File: config.mk
export PLATFORM = sky130hd
export DESIGN_NAME = rv_plic_gateway
export DESIGN_NICKNAME = d
export VERILOG_FILES = /design/src/rtl/rv_plic_pkg.sv /design/src/rtl/rv_plic_gw_cell.sv /design/src/rtl/rv_plic_gateway.sv
export SDC_FILE = /design/constraint.sdc
export NUM_CORES = 1
export LEC_CHECK = 0
export CORE_ASPECT_RATIO = 1.75
export CORE_MARGIN = 10
export CORE_UTILIZATION = 41
export DETAILED_ROUTE_END_ITERATION = 8
export PLACE_DENSITY = 0.86
export SYNTH_ARGS = -nofsm -noshare
export SYNTH_HDL_FRONTEND = slang
export SYNTH_SLANG_ARGS = --single-unit
File: constraint.sdc
create_clock -name clk_i -period 1.4 [get_ports clk_i]
set_input_delay 0.14 -clock clk_i [delete_from_list [all_inputs] [get_ports clk_i]]
set_output_delay 0.14 -clock clk_i [all_outputs]
set_load 0.03 [all_outputs]
File: src/rtl/rv_plic_pkg.sv
// rv_plic_pkg -- shared types for the PLIC interrupt gateway.
//
// Contents:
//   gw_state_e : per-source gateway FSM state (IDLE, PEND, ACTIVE).
//                The encoding 2'b11 is unused and treated as illegal.
//
// Optional feature macro: RV_PLIC_EDGE_CNT_EN (see rv_plic_gw_cell).

package rv_plic_pkg;

  typedef enum logic [1:0] {
    IDLE   = 2'b00,
    PEND   = 2'b01,
    ACTIVE = 2'b10
  } gw_state_e;

endpackage

File: src/rtl/rv_plic_gw_cell.sv
// rv_plic_gw_cell -- interrupt gateway for one PLIC source.
//
// Ports:
//   clk_i       : clock
//   rst_i       : synchronous, active-high reset
//   src_i       : raw interrupt line (already synchronous to clk_i)
//   le_i        : 1 = rising-edge triggered, 0 = level (high) triggered
//   claim_i     : one-cycle claim pulse, honoured only in PEND
//   complete_i  : one-cycle completion pulse, honoured only in ACTIVE
//   ip_o        : interrupt pending  (state == PEND)
//   ia_o        : interrupt active   (state == ACTIVE)
//   state_o     : current FSM state, for debug/observation
//
// Handshake: claim_i and complete_i are single-cycle strobes with no
// back-pressure. A strobe that arrives in a state that cannot accept it is
// dropped; the current state alone decides which strobe is honoured.
//
// Optional feature macro RV_PLIC_EDGE_CNT_EN: in edge mode, rising edges
// arriving while PEND or ACTIVE are counted (saturating, EDGE_CNT_W bits) and
// replayed as further PEND rounds after each completion. Without the macro
// such edges are dropped and no counter exists.

module rv_plic_gw_cell
  import rv_plic_pkg::*;
#(
  parameter int EDGE_CNT_W = 4
) (
  input  logic       clk_i,
  input  logic       rst_i,
  input  logic       src_i,
  input  logic       le_i,
  input  logic       claim_i,
  input  logic       complete_i,
  output logic       ip_o,
  output logic       ia_o,
  output logic [1:0] state_o
);

  gw_state_e state_q, state_d;
  logic      src_q;
  logic      edge_s;
  logic      trig;
  logic      replay;

  if (EDGE_CNT_W < 1) begin : g_bad_cnt_w
    $error("EDGE_CNT_W must be at least 1");
  end

  assign edge_s = src_i & ~src_q;
  assign trig   = le_i ? edge_s : src_i;

`ifdef RV_PLIC_EDGE_CNT_EN
  logic [EDGE_CNT_W-1:0] cnt_q;
  logic [EDGE_CNT_W-1:0] cnt_sat;

  // Count the current-cycle edge first (saturating), so a completion that
  // coincides with a new edge still sees that edge.
  always_comb begin
    cnt_sat = cnt_q;
    if (edge_s && (cnt_q != {EDGE_CNT_W{1'b1}})) cnt_sat = cnt_q + 1'b1;
  end

  assign replay = le_i && (cnt_sat != '0);

  always_ff @(posedge clk_i) begin
    if (rst_i) begin
      cnt_q <= '0;
    end else if (!le_i) begin
      cnt_q <= '0;
    end else if (state_q == ACTIVE && complete_i) begin
      cnt_q <= replay ? (cnt_sat - 1'b1) : '0;
    end else if (state_q == PEND || state_q == ACTIVE) begin
      cnt_q <= cnt_sat;
    end
  end
`else
  assign replay = 1'b0;
`endif

  always_comb begin
    state_d = state_q;
    unique case (state_q)
      IDLE:    if (trig)       state_d = PEND;
      PEND:    if (claim_i)    state_d = ACTIVE;
      ACTIVE:  if (complete_i) state_d = replay ? PEND : IDLE;
      default:                 state_d = IDLE;
    endcase
  end

  always_ff @(posedge clk_i) begin
    if (rst_i) begin
      state_q <= IDLE;
      src_q   <= 1'b0;
    end else begin
      state_q <= state_d;
      src_q   <= src_i;
    end
  end

  // Outputs decode only the state register: no input-to-output path.
  assign ip_o    = (state_q == PEND);
  assign ia_o    = (state_q == ACTIVE);
  assign state_o = state_q;

  a_legal_state : assert property (@(posedge clk_i) state_q != 2'b11);
  a_ip_ia_excl  : assert property (@(posedge clk_i) !(ip_o && ia_o));

endmodule

File: src/rtl/rv_plic_gateway.sv
// rv_plic_gateway -- array of independent PLIC interrupt gateways.
//
// Ports:
//   clk_i      : clock
//   rst_i      : synchronous, active-high reset
//   src_i      : [N_SOURCE] raw interrupt lines
//   le_i       : [N_SOURCE] 1 = edge, 0 = level
//   claim_i    : [N_SOURCE] claim pulses
//   complete_i : [N_SOURCE] completion pulses
//   ip_o       : [N_SOURCE] interrupt pending
//   ia_o       : [N_SOURCE] interrupt active
//   gw_state_o : [2*N_SOURCE] debug view, source i at bits [2i+1:2i]
//
// Optional feature macro RV_PLIC_EDGE_CNT_EN enables per-source edge counting
// and replay inside each cell.

module rv_plic_gateway #(
  parameter int N_SOURCE   = 32,
  parameter int EDGE_CNT_W = 4
) (
  input  logic                  clk_i,
  input  logic                  rst_i,
  input  logic [N_SOURCE-1:0]   src_i,
  input  logic [N_SOURCE-1:0]   le_i,
  input  logic [N_SOURCE-1:0]   claim_i,
  input  logic [N_SOURCE-1:0]   complete_i,
  output logic [N_SOURCE-1:0]   ip_o,
  output logic [N_SOURCE-1:0]   ia_o,
  output logic [2*N_SOURCE-1:0] gw_state_o
);

  for (genvar i = 0; i < N_SOURCE; i++) begin : g_cell
    rv_plic_gw_cell #(
      .EDGE_CNT_W (EDGE_CNT_W)
    ) u_cell (
      .clk_i      (clk_i),
      .rst_i      (rst_i),
      .src_i      (src_i[i]),
      .le_i       (le_i[i]),
      .claim_i    (claim_i[i]),
      .complete_i (complete_i[i]),
      .ip_o       (ip_o[i]),
      .ia_o       (ia_o[i]),
      .state_o    (gw_state_o[2*i+1:2*i])
    );
  end

endmodule

==> results of run 1 <==
metal layers:
| metal | global-route usage | up-vias |
|---|---|---|
| met1 | 0.171 | 1824 |
| li1 | - | 1971 |
| met4 | 0.132 | 0 |
| met5 | 0 | - |
| met3 | 0.0571 | 45 |
| met2 | 0.346 | 157 |
final cells by class:
cell class | count | area share
Clock buffer | 9 | 0.0332
Clock inverter | 7 | 0.00700
Inverter | 32 | 0.0177
Multi-Input combinational cell | 288 | 0.268
Sequential cell | 96 | 0.283
Tap cell | 130 | 0.0239
Timing Repair Buffer | 272 | 0.368
state kept, by name, summed over array words and instances, names as in the netlist:
register / flops
g_cell.u_cell.src_q: 32
g_cell.u_cell.state_o: 64
metrics by stage:
| stage | setup slack [ps] | TNS [ps] | area [um2] | utilization | hold slack, ps |
|---|---|---|---|---|---|
| global route | 3.42 | 0 | 6790 | 0.639 | 12.8 |
| finish | 41.1 | 0 | 6790 | 0.639 | 8.31 |
| detailed placement | -20.3 | -91.1 | 6680 | 0.628 | 370 |
| CTS | 4.26 | 0 | 6870 | 0.646 | 0.0379 |
| global placement | 40.2 | 0 | 6680 | 0.628 | 367 |
| floorplan | 360 | 0 | 4430 | - | 268 |
cells by family after synthesis:
kind of cell / Yosys count / synth area share
AOI/OAI and AO/OA: 64 / 0.120
buffers and inverters: 107 / 0.157
DFF: 96 / 0.434
and+or+nand+nor: 224 / 0.289
critical path, cell delays in order, from the launching register on:
cell	delay, ps
dfxtp_1	350
buf_4	130
dlygate4sd2_1	400
synth_stat cells:
master and instances:
dfxtp_1 96, nor2b_1 96, buf_4 65, a22oi_1 32, inv_1 32, nand2_1 32
nand2b_1 32, nand3b_1 32, nor2_1 32, a211oi_1 22, a211oi_2 10, buf_2 5
buf_6 4, buf_8 1
worst min-delay path by stage:
stage | slack, ps | end | cells after the start | startpoint
floorplan | 270 | g_cell[13].u_cell.src_q | 1 | src_i[13]
detailed placement | 370 | g_cell[19].u_cell.state_o[1] | 2 | rst_i
finish | 8 | g_cell[19].u_cell.state_o[1] | 2 | rst_i
global placement | 370 | g_cell[19].u_cell.state_o[1] | 2 | rst_i
CTS | 0.04 | g_cell[19].u_cell.state_o[1] | 2 | rst_i
global route | 10 | g_cell[19].u_cell.state_o[1] | 2 | rst_i
placed cells by master, fill, tap and decap left out:
master           instances
clkdlybuf4s50_1        128
dfxtp_1                 96
nor2b_1                 94
dlygate4sd2_1           63
buf_4                   50
nand2_1                 32
nand3b_1                32
nand2b_1                32
inv_1                   32
a22oi_1                 32
nor2_1                  32
a211oi_1                22
buf_2                   15
a211oi_2                10
clkbuf_16                9
buf_12                   7
clkbuf_2                 4
clkinv_2                 3
clkdlybuf4s15_2          3
nor2b_2                  2
clkinvlp_4               2
inv_6                    1
clkinv_4                 1
clkdlybuf4s15_1          1
clkdlybuf4s18_2          1
what timing repair did:
action | 4_1_cts | 5_1_grt
pin swaps | 0 | 0
setup endpoints to repair | 87 | 18
resized for setup | 139 | 28
setup buffers | 0 | 0
power by group:
group	switching, mW	leakage [nW]	internal [mW]	total, mW
clock network	1.05	0.132	1.20	2.26
registers	0.120	0.792	2.90	3.02
logic	0.919	2.18	0.824	1.74
==> flow_summary.json, run 1 <==
{
  "cts-root-buf": "clkbuf_16",
  "track_usage": 0.188,
  "max_freq_mhz": 736,
  "dr_wl_met2_um": 8210,
  "syn-num-nets": 621,
  "hp-class": "in2reg",
  "cp.arrival_ps": 1220,
  "synth_top_area_cell": "dfxtp_1",
  "drv_slew": 0,
  "p_total_mw": 7.02,
  "drcViolationCount": 0,
  "layoutNonFillerInstCount": 834,
  "syn_inst": 491,
  "worst_pin_slew_ps": 405,
  "ys_types": 14,
  "nFillCells": 926,
  "drt_iter0_drc": 134,
  "buffer_ports.inserted": 257,
  "slew_headroom": 0.731,
  "core.rowCount": 50,
  "drtPass1Iterations": 4,
  "ys_seq_elements": 96,
  "vdd_drop_max_mv": 0.708,
  "layout-drive-gt1-share": 0.153,
  "cp-end-kind": "output port",
  "hold_viol_final": 0,
  "place.gp.congestion": 0.833,
  "numCtsBuffers": 9,
  "dp_hpwl_um": 12700,
  "rr_endpoint": "g_cell[24].u_cell.state_o[1]",
  "antenna_found_initial": 0,
  "crit_path_end": "gw_state_o[27]",
  "cp.required_ps": 1260,
  "fin_skew_ps": 8.31,
  "critical_path_peak_fanout": 3,
  "wl_met1_um": 5080,
  "worstSetupPathType": "reg2out",
  "vias": 3997,
  "yosysWarnings": 0,
  "area_growth_pct": 53.4,
  "grt_pass1_wl_um": 23300,
  "clk_pin_slew_worst_paths_ps": 70,
  "cap_violations": 0,
  "core_um2": 10600,
  "viasPerCell": 4.79,
  "post_drt_wl_per_cell_um": 18.2,
  "reg2reg_depth": 4,
  "maxUsedRoutingLayer": "met4",
  "antenna_cells": 0,
  "outcome": "completed",
  "reg2reg_from": "g_cell[24].u_cell.state_o[1]",
  "synth_top_area_share": 0.434,
  "wirelength_um": 15200,
  "power_density_nw_per_um2": 1030,
  "seq_area_um2": 1920,
  "io_pins": 258,
  "routed-wl-met3_um": 968,
  "grt_start_max_net_pins": 50,
  "cts_tree": "built",
  "synth.area.top_cells": "dfxtp_1 (43%), nor2b_1 (14%), buf_4 (11%), a22oi_1 (5.4%), nand3b_1 (5.4%)",
  "die_w_um": 98.5,
  "leakage_nw": 3.10,
  "rsz0062_at_grt": "false",
  "grt_pass1_vias": 4448,
  "die-area_um2": 15500,
  "num-nets-final": 829,
  "fin_crit_sh": 0.971,
  "cts_buffer_depth": 2,
  "cp-start-kind": "flop",
  "htree_levels": 3,
  "multiInputGateArea_um2": 1820,
  "ys_seq_area_frac": 0.434,
  "cp-startpoint": "g_cell[13].u_cell.state_o[1]",
  "clock_sinks": 96,
  "r2r_setup_slack_ps": 430,
  "drtAntennaViolNets": 0,
  "placed_cells_incl_taps": 818,
  "synth_area_um2": 4430,
  "post-route-min-period_ps": 1360,
  "syn_avg_cell_area_um2": 9.02,
  "hold_buffers": 0,
  "die_y_um": 157,
  "setup_violations": 0,
  "clk_latency_ps": 340,
  "start_util": 0.416,
  "overflow": 0
}
(Power assumes the default switching activity.)
==> run 2, diff against run 1 <==
SLEW_MARGIN = 20   (was default)
==> results of run 2 <==
Final layout, timing and power as in run 1 (identical DEF).
